[config.mk]
export PLATFORM = sky130hd
export DESIGN_NAME = scalar_decode_stream
export DESIGN_NICKNAME = d
export VERILOG_FILES = /design/src/rtl/scalar_decode_stream.sv
export SDC_FILE = /design/constraint.sdc
export NUM_CORES = 1
export LEC_CHECK = 0
export CAP_MARGIN = 25
export CORE_MARGIN = 5
export CORE_UTILIZATION = 30
export CTS_CLUSTER_DIAMETER = 30
export DETAILED_ROUTE_END_ITERATION = 8
export SLEW_MARGIN = 40
export SYNTH_ARGS = -nofsm -noshare
export SYNTH_HDL_FRONTEND = slang
export SYNTH_SLANG_ARGS = --single-unit
[constraint.sdc]
create_clock -name i_clk -period 6.9 [get_ports i_clk]
set_clock_uncertainty 0.15 [all_clocks]
set_input_delay 1.725 -clock i_clk [delete_from_list [all_inputs] [get_ports i_clk]]
set_output_delay 1.725 -clock i_clk [all_outputs]
set_load 0.01 [all_outputs]
[src/rtl/scalar_decode_stream.sv]
// Streams N coefficients in, decodes each to bit = (|coef - t| < t_half),
// packs the bits into OUT_W-bit words and emits them through a 2-entry FIFO.
module scalar_decode_stream #(
    parameter int COEF_W = 30,
    parameter int N      = 1024,
    parameter int OUT_W  = 32
) (
    input  logic              i_clk,
    input  logic              i_reset,
    input  logic              i_start,
    input  logic [COEF_W-1:0] i_t,
    input  logic [COEF_W-2:0] i_t_half,
    output logic              o_busy,
    input  logic              i_in_valid,
    output logic              o_in_ready,
    input  logic [COEF_W-1:0] i_in_coef,
    output logic              o_out_valid,
    input  logic              i_out_ready,
    output logic [OUT_W-1:0]  o_out_word,
    output logic              o_out_last,
    output logic              o_done
);

    localparam int CNT_W = $clog2(N);
    localparam int BIT_W = $clog2(OUT_W);

    typedef enum logic [1:0] {IDLE, LOAD, DRAIN} state_t;

    state_t              r_state;
    logic [COEF_W-1:0]   r_tQ;
    logic [COEF_W-2:0]   r_tHalfQ;
    logic [OUT_W-2:0]    r_pack;
    logic [BIT_W-1:0]    r_bitCnt;
    logic [CNT_W-1:0]    r_coefCnt;
    logic [OUT_W-1:0]    r_fifoWord [2];
    logic                r_fifoLast [2];
    logic                r_wrPtr;
    logic                r_rdPtr;
    logic [1:0]          r_count;
    logic                r_done;

    logic                w_accept;
    logic                w_pop;
    logic                w_push;
    logic                w_lastCoef;
    logic [COEF_W-1:0]   w_dist;
    logic                w_bit;

    // in_ready depends only on registered state, never on i_out_ready.
    assign o_in_ready  = (r_state == LOAD) && (r_count != 2'd2);
    assign w_accept    = o_in_ready && i_in_valid;
    assign w_pop       = (r_count != 2'd0) && i_out_ready;
    assign w_push      = w_accept && (r_bitCnt == BIT_W'(OUT_W - 1));
    assign w_lastCoef  = (r_coefCnt == CNT_W'(N - 1));
    assign w_dist      = (i_in_coef >= r_tQ) ? (i_in_coef - r_tQ) : (r_tQ - i_in_coef);
    assign w_bit       = (w_dist < {1'b0, r_tHalfQ});

    assign o_busy      = (r_state != IDLE);
    assign o_out_valid = (r_count != 2'd0);
    assign o_out_word  = r_fifoWord[r_rdPtr];
    assign o_out_last  = o_out_valid && r_fifoLast[r_rdPtr];
    assign o_done      = r_done;

    always_ff @(posedge i_clk) begin
        if (!i_reset) begin
            r_state       <= IDLE;
            r_tQ          <= '0;
            r_tHalfQ      <= '0;
            r_pack        <= '0;
            r_bitCnt      <= '0;
            r_coefCnt     <= '0;
            r_fifoWord[0] <= '0;
            r_fifoWord[1] <= '0;
            r_fifoLast[0] <= 1'b0;
            r_fifoLast[1] <= 1'b0;
            r_wrPtr       <= 1'b0;
            r_rdPtr       <= 1'b0;
            r_count       <= '0;
            r_done        <= 1'b0;
        end else begin
            r_done <= 1'b0;
            case (r_state)
                IDLE: begin
                    if (i_start) begin
                        r_state   <= LOAD;
                        r_tQ      <= i_t;
                        r_tHalfQ  <= i_t_half;
                        r_pack    <= '0;
                        r_bitCnt  <= '0;
                        r_coefCnt <= '0;
                    end
                end
                LOAD: begin
                    if (w_accept) begin
                        // The final bit of a word goes straight into the FIFO entry.
                        if (!w_push) begin
                            r_pack[r_bitCnt] <= w_bit;
                        end
                        r_bitCnt  <= w_push ? '0 : r_bitCnt + 1'b1;
                        r_coefCnt <= r_coefCnt + 1'b1;
                        if (w_lastCoef) begin
                            r_state <= DRAIN;
                        end
                    end
                end
                DRAIN: begin
                    if (w_pop && r_fifoLast[r_rdPtr]) begin
                        r_state <= IDLE;
                        r_done  <= 1'b1;
                    end
                end
                default: r_state <= IDLE;
            endcase

            if (w_push) begin
                r_fifoWord[r_wrPtr] <= {w_bit, r_pack};
                r_fifoLast[r_wrPtr] <= w_lastCoef;
                r_wrPtr             <= ~r_wrPtr;
            end
            if (w_pop) begin
                r_rdPtr <= ~r_rdPtr;
            end
            r_count <= r_count + {1'b0, w_push} - {1'b0, w_pop};
        end
    end

endmodule

==> results of run 1 <==
-- worst max-delay path: stages --
cell and delay [ns]:
clkdlybuf4s50_1 0.49, inv_1 0.05, ha_1 0.37, buf_4 0.19
a21oi_1 0.13, o21ai_1 0.14, a31o_2 0.27, and2_1 0.17
a21oi_1 0.17, o21ai_0 0.18, mux2_2 0.33, a221o_1 0.39
a21oi_1 0.18, xnor2_1 0.15, ha_1 0.28, a21o_1 0.18
a21o_1 0.17, a21oi_1 0.20, nand2_1 0.08, a21oi_1 0.12
o21ai_0 0.08, buf_4 0.15, a211oi_4 0.19, buf_12 0.22
a31o_1 0.17
-- worst min path at each step --
stage | startpoint | to | slack [ns] | depth (start not counted)
2_1_floorplan | r_fifoLast[0]$_DFF_P_ | r_fifoLast[0]$_DFF_P_ | 0.29 | 2
3_3_place_gp | r_tHalfQ[27]$_SDFFE_PN0P_ | r_tHalfQ[27]$_SDFFE_PN0P_ | 0.31 | 2
3_5_place_dp | r_tHalfQ[28]$_SDFFE_PN0P_ | r_tHalfQ[28]$_SDFFE_PN0P_ | 0.31 | 2
4_1_cts | r_tHalfQ[28]$_SDFFE_PN0P_ | r_tHalfQ[28]$_SDFFE_PN0P_ | 0.32 | 2
5_1_grt | r_tHalfQ[4]$_SDFFE_PN0P_ | r_tHalfQ[4]$_SDFFE_PN0P_ | 0.34 | 2
6_report | r_tHalfQ[28]$_SDFFE_PN0P_ | r_tHalfQ[28]$_SDFFE_PN0P_ | 0.32 | 2
-- through the flow --
step           std cells  power [mW]  util [%]  setup WS [ns]  hold slack [ns]
5_1_grt             2078        3.13      38.5      0.0000715            0.341
2_1_floorplan       1386        1.65         -          0.752            0.292
6_report            2078        2.96      38.5          0.337            0.316
3_5_place_dp        2045        1.99      36.8         -0.210            0.312
4_1_cts             2077        2.98      38.4          0.228            0.322
3_3_place_gp        2045        1.98      36.8         -0.176            0.305
-- flip-flops by register name (all words and copies together) (netlist names), named ones only --
signal	count
r_pack	31
r_fifoWord	64
r_rdPtr	1
r_wrPtr	1
r_coefCnt	10
r_bitCnt	5
r_count	2
r_tHalfQ	29
r_state	2
o_done	1
r_tQ	30
r_fifoLast	2
-- kinds of logic after synthesis --
kind of cell / after synthesis
buffers and inverters: 198
adders and majority gates: 97
and+or+nand+nor: 496
xor gates and xnor gates: 36
DFF: 179
AOI/OAI and AO/OA: 340
muxes: 40
-- layout make-up --
type / count / area share, %
multi-input cells: 1009 / 45.0
clock inverters: 14 / 1.16
flip-flops and latches: 179 / 29.0
clock buffers: 18 / 3.01
repair buffers: 238 / 14.7
well taps: 511 / 4.39
inverters: 109 / 2.81
-- where the power goes --
group / total, mW / switching, mW / leakage [nW] / internal [mW]
logic: 0.819 / 0.437 / 3.99 / 0.382
registers: 1.15 / 0.0204 / 1.54 / 1.13
clock network: 0.986 / 0.489 / 0.284 / 0.497
-- cell usage in the layout (no fill, tap or decap), types with 26 or more instances in the layout --
cell type        synthesis  routed
a31o_1                  31      31
mux2_2                  34      34
inv_1                  109     109
a21o_1                  26      26
nand2_1                277     276
a21oi_1                112     112
ha_1                    95      94
and2_1                  75      74
clkdlybuf4s50_1          0     129
edfxtp_1                64      64
nor2_1                  45      43
dfxtp_1                115     115
o21ai_0                 46      44
buf_4                    1     105
a21boi_0                61      61
-- routing by layer --
layer  global-route usage [%]  vias to the layer above  share of wire (%)
met2                     25.2                      256                 46
met1                     22.2                     4682                 48
met5                        0                        -                  0
met3                     2.59                       30                4.7
met4                     3.42                        0                1.4
li1                         -                     5067                  -
==> impl_results.md, run 1 <==
- Outcome: completed
- Register area: about 4200 sq um
- Overall Global Routing Usage: between 15 and 20%
- Slew headroom: a little over half
- Placed cell area: approximately 14,000 sq um
- Data required, critical path: 7.13 ns
- Area Growth Syn to Fin: 26.5%
- Post-synth ARST share: 0%
- Warnings from Yosys: 0
- Vias post-DR: around 10,000
- Mux contribution to synthesized area: 3.84%
- CTS buffer count: 17
- Crit path launch: i_in_coef[2]
- H-tree lvl count: 4
- Maximum VDD drop: ~180 uV
- Die ar.: approximately 42,000 sq um
- Core Area: 37,800 sq um
- CTS clk-pin slew, worst paths: around 0.070 ns
- Initial DRC count: around 600
- CTS Sinks: about 180
- Complex-gate fraction of the synthesized area: slightly below 20%
- DR pass1 iterations: 5
- Worst-margin pin slew: a little under 0.7 ns
- R2R depth: 24
- Final Max Tran Viols: 0
- Cell Area, Synth: ~12,000 sq um
- EDFF count, synth: between 60 and 70
- Dominant cell type by area after synthesis: dfxtp_1
- DR WL/cell: ~16 um
- Min Tclk post-route: 6.56 ns
- Largest net degree at the start of global routing: roughly 80
- DRT Wirelength: about 33,000 um
- Reg2reg end: r_pack[10]$_SDFFE_PN0P_
- XOR/XNOR Fraction of Synth Area: under 10%
- Area occupied by multi-input gates: about 6600 sq um
- Number of global-route vias before repair: 9,946
- Count leader, synth: nand2_1
- Synth cell types: 70
- Setup CP Type: in -> reg
- Number of remaining DRC errors: 0
- RSZ-0062 raised after global routing: false
- RR Startpoint: r_tQ[1]$_SDFFE_PN0P_
- Hold Crit Class: reg -> reg
- Post-DRT Antenna Nets: 0
- CTS tree: yes
- Synth top cells by count: 277 x nand2_1, 115 x dfxtp_1, 112 x a21oi_1
- Fillcell total: around 3,900
- Post-CTS resize count: 0
- Final instance area: 14,600 sq um
- Setup-failing EPs final: 0
- Largest cells by area after synthesis: dfxtp_1 20%, edfxtp_1 17%, ha_1 10%
- Max-Cap Viols: 0
- Tcrit/Tclk final: 95.1%
- First-pass GRT wire length: around 53,000 um
- Setup Fix Bufs, Post-CTS: 0
- FMAX: between 0.15 and 0.2 GHz
- Initial core utilization: between 30% and 40%
- Worst setup endpoint: r_pack[10]$_SDFFE_PN0P_
- DP Wirelength: between 20,000 and 30,000 um
- Mapped Nets: about 1,600
- Crit path arrival time: about 6.8 ns
- Reg2reg setup slack: approximately 1.8 ns
- Simple logic cell fraction of the synthesized area: about a fifth
- Vias/cell: 4.83
- Port buffer count: 130
- Yosys top cell area share: roughly a fifth
- Clock Latency Late Sink: roughly 0.44 ns
- Num rows: 71
- Pwr/cell area: 203 nW/um^2
- Yosys reg bits: about 180
- CP Launch Type: primary input
- Antenna Cells: 0
- Hold_buf cts: 0
- Max FO, Critical Path: 31
- Cells after synthesis: ~1,400
- Die Y: slightly above 200 um
- Setup TNS Final: 0 ns
- Initial antenna violation count: 0
- Share of cells above drive strength 1: between 10% and 20%
- Leak: between 5 and 6 nW
- Mean Syn Cell Area: slightly above 8 sq um
- Grt total ovfl: 0
- Fin nets: ~1,700
- Ys flop type: dfxtp_1
- Ports: between 100 and 150
- Synth Area in Adders: approximately a tenth
- Die X: 206 um
- Largest family of logic cells by synthesized area: simple AND/OR/NAND/NOR gates
- Clock Tree Root: clkbuf_16
- Crit. End Element: flip-flop
- Max clock buf depth: 2
- Sequential area share after synthesis: 36.6%
- Final hold vios: 0
- Final Wtd Congestion: 0.896
Note: power is estimated with default switching activity, not from simulation.
==> run 2: changes to the inputs <==
--- a/config.mk
+++ b/config.mk
@@ -6,10 +6,13 @@
 export NUM_CORES = 1
 export LEC_CHECK = 0
 export CAP_MARGIN = 25
+export CELL_PAD_IN_SITES_DETAIL_PLACEMENT = 1
+export CELL_PAD_IN_SITES_GLOBAL_PLACEMENT = 2
 export CORE_MARGIN = 5
 export CORE_UTILIZATION = 30
 export CTS_CLUSTER_DIAMETER = 30
 export DETAILED_ROUTE_END_ITERATION = 8
+export PLACE_DENSITY_LB_ADDON = 0.1
 export SLEW_MARGIN = 40
 export SYNTH_ARGS = -nofsm -noshare
 export SYNTH_HDL_FRONTEND = slang
==> run 2 against run 1 <==
  * Clock power down 3.9%
  * Via count is 1.8% higher
  * Sequential power is essentially flat
  * Highest routed layer unchanged
==> impl_results.md, run 2 (synthesized netlist as in run 1, its figures left out) <==
- Slew headroom: 49.3% (-4.8 points)
- Overall Power: 2.95 mW (-0.36%)
- H-tree lvl count: 4 (unchanged)
- Core Area: 37,800 sq um (unchanged)
- Overall Global Routing Usage: 17.5% (+1.8 points)
- DP Wirelength: 27,900 um (+12%)
- Die Y: 206 um (unchanged)
- Port buffer count: 130 (unchanged)
- Max-Cap Viols: 0 (unchanged)
- Top reg by flops: r_fifoWord
- CTS tree: yes
- Initial DRC count: 439 (-28%)
- Outcome: completed
- Num rows: 71 (unchanged)
- Worst-margin pin slew: 0.761 ns (+0.0723 ns)
- Crit. End Element: flip-flop
- Initial antenna violation count: 0 (unchanged)
- Min Tclk post-route: 6.61 ns (+0.0446 ns)
- FMAX: 0.151 GHz (-0.67%)
- Power share of the sequential group: 39.1% (+0.2 points)
- DRT Wirelength: 37,000 um (+13%)
- Area Growth Syn to Fin: 27.7%
- Max FO, Critical Path: 16 (-48%)
- CTS Sinks: 179 (unchanged)
- Die X: 206 um (unchanged)
- Fin nets: 1,760 (+0.86%)
- Share of cells above drive strength 1: 14.0% (+1.5 points)
- Number of global-route vias before repair: 10,932 (+9.9%)
- Max clock buf depth: 2 (unchanged)
- CP Launch Type: primary input
- Worst setup margin: 0.293 ns (-0.0446 ns)
- Grt total ovfl: 0 (unchanged)
- Net Sw Power: 0.941 mW (-0.49%)
- Final Max Tran Viols: 0 (unchanged)
- Hold Crit Class: reg -> reg
- Setup-failing EPs final: 0 (unchanged)
- Largest regs: r_fifoWord: 64 flops, r_pack: 31 flops, r_tQ: 30 flops
- Post-layout util: 38.9% (+0.37 points)
- Number of remaining DRC errors: 0 (unchanged)
- Largest net degree at the start of global routing: 68 (-13%)
- Crit path arrival time: 6.83 ns (+0.03 ns)
- Setup CP Type: in -> reg
- Die ar.: 42,400 sq um (unchanged)
- Clock Tree Root: clkbuf_16
- Ports: 131 (unchanged)
- CTS buffer count: 17 (unchanged)
- Final Wtd Congestion: 0.891 (-0.59%)
- Switching part of the total: 32.0% (-0.042 points)
- Clock Latency Late Sink: 0.44 ns (about the same)
- Pwr/cell area: 200 nW/um^2 (-1.3%)
- Initial core utilization: 30.5% (unchanged)
- Reg2reg setup slack: 1.74 ns (-0.05 ns)
- Most frequent cells in the layout: 275 x nand2_1, 129 x clkdlybuf4s50_1, 120 x buf_4
- Vias/cell: 4.88 (+1.0%)
- Comb pwr share: 28.7% (+1.0 points)
- CTS clk-pin slew, worst paths: 0.07 ns (about the same)
- Leak: 5.88 nW (+1.2%)
- First-pass GRT wire length: 59,300 um (+11%)
- Maximum VDD drop: 189 uV (+6.9%)
- Largest register FFs: 64 (unchanged)
- Post-DRT Antenna Nets: 0 (unchanged)
- Final hold vios: 0 (unchanged)
- Internal power: 2.00 mW (-0.30%)
- DR pass1 iterations: 5 (unchanged)
- Hold_buf cts: 0 (unchanged)
- Clk network pwr share: 32.2% (-1.2 points)
- DR WL/cell: 17.7 um (+12%)
- Worst slack at placement: -0.545 ns (-0.335 ns)
- Tcrit/Tclk final: 95.8% (+0.65 points)
- Data required, critical path: 7.13 ns (about the same)
- Vias post-DR: 10,214 (+1.8%)
- Most common cell after layout, fill and taps aside: nand2_1
## run 2: cell count changes in the layout (fill, tap and decap cells not counted), sizes merged
cell	previous run	this run
buf	109	123
clkbuf	18	23
clkinv	7	5
clkinvlp	3	2
diode	0	1
inv	113	112
## run 2: through the flow
| step | setup TNS (ns) | hold slack [ns] | cells | area [sq um] |
|---|---|---|---|---|
| after floorplan | 0 | 0.292 | 1386 | 11500 |
| after global placement | -11.85 | 0.302 | 2056 | 14000 |
| after detailed placement | -17.14 | 0.311 | 2056 | 14000 |
| after CTS | 0 | 0.321 | 2088 | 14600 |
| after global routing | -0.000492 | 0.330 | 2093 | 14700 |
| final | 0 | 0.315 | 2094 | 14700 |
## run 2: layout make-up
class / count / area (sq um)
Fill cell: 4470 / 23100
Multi-Input combinational cell: 1009 / 6640
Sequential cell: 179 / 4220
Timing Repair Buffer: 253 / 2250
Tap cell: 511 / 639
Clock buffer: 22 / 454
Inverter: 109 / 409
Clock inverter: 10 / 95.1
Antenna cell: 1 / 2.50
## run 2: worst paths after layout
| check | start | to | cells after the start |
|---|---|---|---|
| setup / recovery | i_in_coef[17] | r_pack[9]$_SDFFE_PN0P_ | 26 |
| hold / removal | r_tHalfQ[27]$_SDFFE_PN0P_ | r_tHalfQ[27]$_SDFFE_PN0P_ | 2 |
| setup reg to reg | r_tQ[0]$_SDFFE_PN0P_ | r_pack[9]$_SDFFE_PN0P_ | 23 |
| hold reg to reg | r_tHalfQ[27]$_SDFFE_PN0P_ | r_tHalfQ[27]$_SDFFE_PN0P_ | 2 |
## run 2: power groups by stage
stage / registers (mW) / logic, mW / clock network (mW)
after global routing: 1.16 / 0.946 / 1.02
after floorplan: 1.17 / 0.481 / 0
after CTS: 1.15 / 0.843 / 0.984
final: 1.15 / 0.846 / 0.948
after global placement: 1.17 / 0.823 / 0
after detailed placement: 1.18 / 0.835 / 0
## run 2: what timing repair did
| action | in CTS | in global routing |
|---|---|---|
| endpoints found under the setup margin | 31 | 33 |
| gates cloned | 0 | 2 |
| resized for setup | 2 | 20 |
| buffers inserted | 0 | 3 |
| pin swaps | 0 | 6 |
## run 2: metal layers
metal / up-vias / part of all wire, % / GRT usage (%)
li1: 5084 / - / -
met1: 4963 / 50 / 24.5
met2: 150 / 45 / 28.3
met3: 17 / 3.5 / 3.30
met4: 0 / 0.91 / 3.33
met5: - / 0 / 0
## run 2: critical path: stages
cell	delay, ns
clkdlybuf4s50_1	0.48
inv_1	0.05
ha_1	0.35
nand3_2	0.20
nor4b_4	0.34
buf_4	0.16
a211oi_1	0.07
or2_0	0.24
buf_4	0.17
and2_4	0.22
mux2i_1	0.13
o2bb2ai_1	0.13
a221o_1	0.40
a21oi_2	0.16
xnor2_1	0.14
ha_1	0.27
a21o_1	0.18
a21o_1	0.16
a21oi_1	0.19
nand2_1	0.07
a21oi_1	0.14
o21ai_1	0.13
a211oi_4	0.24
buf_4	0.15
buf_12	0.15
a31o_1	0.15
==> run 3: changes to the inputs <==
--- a/config.mk
+++ b/config.mk
@@ -13,7 +13,7 @@
 export CTS_CLUSTER_DIAMETER = 30
 export DETAILED_ROUTE_END_ITERATION = 8
 export PLACE_DENSITY_LB_ADDON = 0.1
-export SLEW_MARGIN = 40
+export SLEW_MARGIN = 20
 export SYNTH_ARGS = -nofsm -noshare
 export SYNTH_HDL_FRONTEND = slang
 export SYNTH_SLANG_ARGS = --single-unit
==> constraint.sdc (replaced) <==
create_clock -name i_clk -period 6.9 [get_ports i_clk]
set_clock_uncertainty 0.15 [all_clocks]
set_input_delay 0.69 -clock i_clk [delete_from_list [all_inputs] [get_ports i_clk]]
set_output_delay 0.69 -clock i_clk [all_outputs]
set_load 0.01 [all_outputs]
==> run 3 against run 2 <==
  * Clock power is essentially flat
  * Sequential share of layout area is 1.8 points higher
  * Sequential cell count did not move
  * Wire length decreased by 4.9%
  * Combinational power fell by 13%
  * Highest routed layer unchanged
==> impl_results.md, run 3 (synthesized netlist as in run 1, its figures left out) <==
- Outcome: completed
- Overall Power: 2.84 mW (-3.7%)
- Hold EP: r_tHalfQ[15]$_SDFFE_PN0P_
- Top reg by flops: r_fifoWord
- CTS Sinks: 179 (unchanged)
- Vias/cell: 4.92 (+0.83%)
- Hold_buf cts: 0 (unchanged)
- Ports: 131 (unchanged)
- Num rows: 71 (unchanged)
- Die ar.: 42,400 sq um (unchanged)
- Most common cell after layout, fill and taps aside: nand2_1
- DP Wirelength: 26,000 um (-6.9%)
- DR WL/cell: 17.7 um (-0.13%)
- Final hold vios: 0 (unchanged)
- First-pass GRT wire length: 56,000 um (-5.5%)
- Setup CP Type: in -> reg
- Most frequent cells in the layout: 275 x nand2_1, 129 x clkdlybuf4s50_1, 115 x dfxtp_1
- Setup TNS Final: 0 ns (unchanged)
- Post-CTS resize count: 0 (-2)
- Clock Latency Late Sink: 0.45 ns (about the same)
- Max FO, Critical Path: 31 (+15)
- Setup Fix Bufs, Post-CTS: 0 (unchanged)
- CTS tree: yes
- Crit path arrival time: 6.32 ns (-0.51 ns)
- Port buffer count: 130 (unchanged)
- Min Tclk post-route: 6.08 ns (-0.527 ns)
- Hold Crit Depth: 2 (unchanged)
- Initial core utilization: 30.5% (unchanged)
- Leak: 5.39 nW (-8.5%)
- Hold Crit Class: reg -> reg
- Share of cells above drive strength 1: 7.01% (-7.0 points)
- Antenna Cells: 0 (-1)
- Fillcell total: 4,482 (+0.27%)
- DR pass1 iterations: 5 (unchanged)
- Final Max Tran Viols: 0 (unchanged)
- Final Wtd Congestion: 0.857 (-3.8%)
- Core Area: 37,800 sq um (unchanged)
- Die Y: 206 um (unchanged)
- Overall Global Routing Usage: 16.7% (-0.75 points)
- HP Start: r_tHalfQ[15]$_SDFFE_PN0P_
- Largest register FFs: 64 (unchanged)
- Largest regs: r_fifoWord: 64 flops, r_pack: 31 flops, r_tQ: 30 flops
- Vias post-DR: 9,807 (-4.0%)
- Data required, critical path: 7.14 ns (about the same)
- Maximum VDD drop: 173 uV (-8.7%)
- Die X: 206 um (unchanged)
- R2R depth: 20 (-13%)
- Slew headroom: 40.7% (-8.5 points)
- Placed cell area: 13,300 sq um (-5.1%)
- Final instance area: 13,800 sq um (-6.0%)
- Crit. End Element: flip-flop
- Number of remaining DRC errors: 0 (unchanged)
- CP Launch Type: primary input
- DRT Wirelength: 35,200 um (-4.9%)
- Worst-margin pin slew: 0.887 ns (+0.126 ns)
- Area Growth Syn to Fin: 20.0%
- Post-layout util: 36.6% (-2.3 points)
- RR Startpoint: r_tQ[19]$_SDFFE_PN0P_
- H-tree lvl count: 4 (unchanged)
- CTS buffer count: 17 (unchanged)
- Reg2reg setup slack: 1.27 ns (-0.47 ns)
- Pwr/cell area: 205 nW/um^2 (+2.5%)
- Reg2reg end: r_pack[2]$_SDFFE_PN0P_
- Max clock buf depth: 2 (unchanged)
- Tcrit/Tclk final: 88.1% (-7.6 points)
- Max-Cap Viols: 0 (unchanged)
- Post-DRT Antenna Nets: 0 (unchanged)
- CTS clk-pin slew, worst paths: 0.07 ns (about the same)
- FMAX: 0.164 GHz (+8.7%)
- Largest net degree at the start of global routing: 71 (+4.4%)
- Number of global-route vias before repair: 10,096 (-7.6%)
- Initial DRC count: 381 (-13%)
- Clock Tree Root: clkbuf_16
- Setup-failing EPs final: 0 (unchanged)
- Grt total ovfl: 0 (unchanged)
- Initial antenna violation count: 0 (unchanged)
- Fin nets: 1,661 (-5.6%)
- RSZ-0062 raised after global routing: false
==> run 3: worst max-delay path: stages <==
cell and delay (ns):
clkdlybuf4s50_1 0.50, inv_1 0.05, ha_1 0.52, nand4_1 0.30
nor4_1 0.38, a211oi_1 0.16, or2_0 0.42, nand2_2 0.24
mux2_2 0.39, a221o_1 0.43, a21oi_1 0.21, xnor2_1 0.17
ha_1 0.29, a21o_1 0.19, a21o_1 0.17, a21oi_1 0.18
nand2_1 0.08, a21oi_1 0.11, o21ai_0 0.17, a211oi_4 0.25
buf_12 0.23, a31o_1 0.17
==> run 3: layout make-up <==
| cell class | instances | area [sq um] | area share [%] |
|---|---|---|---|
| Inverter | 109 | 409 | 2.96 |
| Clock buffer | 20 | 447 | 3.23 |
| Timing Repair Buffer | 154 | 1490 | 10.8 |
| Multi-Input combinational cell | 1009 | 6530 | 47.2 |
| Tap cell | 511 | 639 | 4.62 |
| Sequential cell | 179 | 4220 | 30.5 |
| Clock inverter | 12 | 95.1 | 0.687 |
==> run 3: worst max-delay path by stage <==
stage	startpoint	to	slack [ns]	cells past startpoint
3_3_place_gp	i_in_coef[7]	r_pack[1]$_SDFFE_PN0P_	0.55	22
5_1_grt	i_in_coef[19]	r_pack[3]$_SDFFE_PN0P_	0.42	22
3_5_place_dp	i_in_coef[19]	r_pack[2]$_SDFFE_PN0P_	0.40	22
4_1_cts	i_in_coef[19]	r_pack[3]$_SDFFE_PN0P_	0.85	22
2_1_floorplan	i_in_coef[25]	r_pack[28]$_SDFFE_PN0P_	1.79	25
6_report	i_in_coef[19]	r_pack[2]$_SDFFE_PN0P_	0.82	22
==> run 3: power by group <==
| part | switching (mW) | internal, mW | total (mW) |
|---|---|---|---|
| clock | 0.472 | 0.479 | 0.951 |
| combinational | 0.424 | 0.311 | 0.735 |
| sequential | 0.0198 | 1.13 | 1.15 |
==> run 3: per-stage QoR <==
stage          cells  worst slack (ns)  hold slack [ns]
3_3_place_gp    1960             0.553            0.305
5_1_grt         1994             0.420            0.341
3_5_place_dp    1961             0.397            0.309
2_1_floorplan   1386              1.79            0.292
6_report        1994             0.820            0.314
4_1_cts         1993             0.851            0.320
==> run 3: routing by layer <==
metal  up-vias  share of wire [%]  GRT usage, %
met4         0               0.82          3.37
met3        19                3.5          2.92
met1      4757                 51          24.3
met5         -                  0             0
li1       4883                  -             -
met2       148                 44          26.2
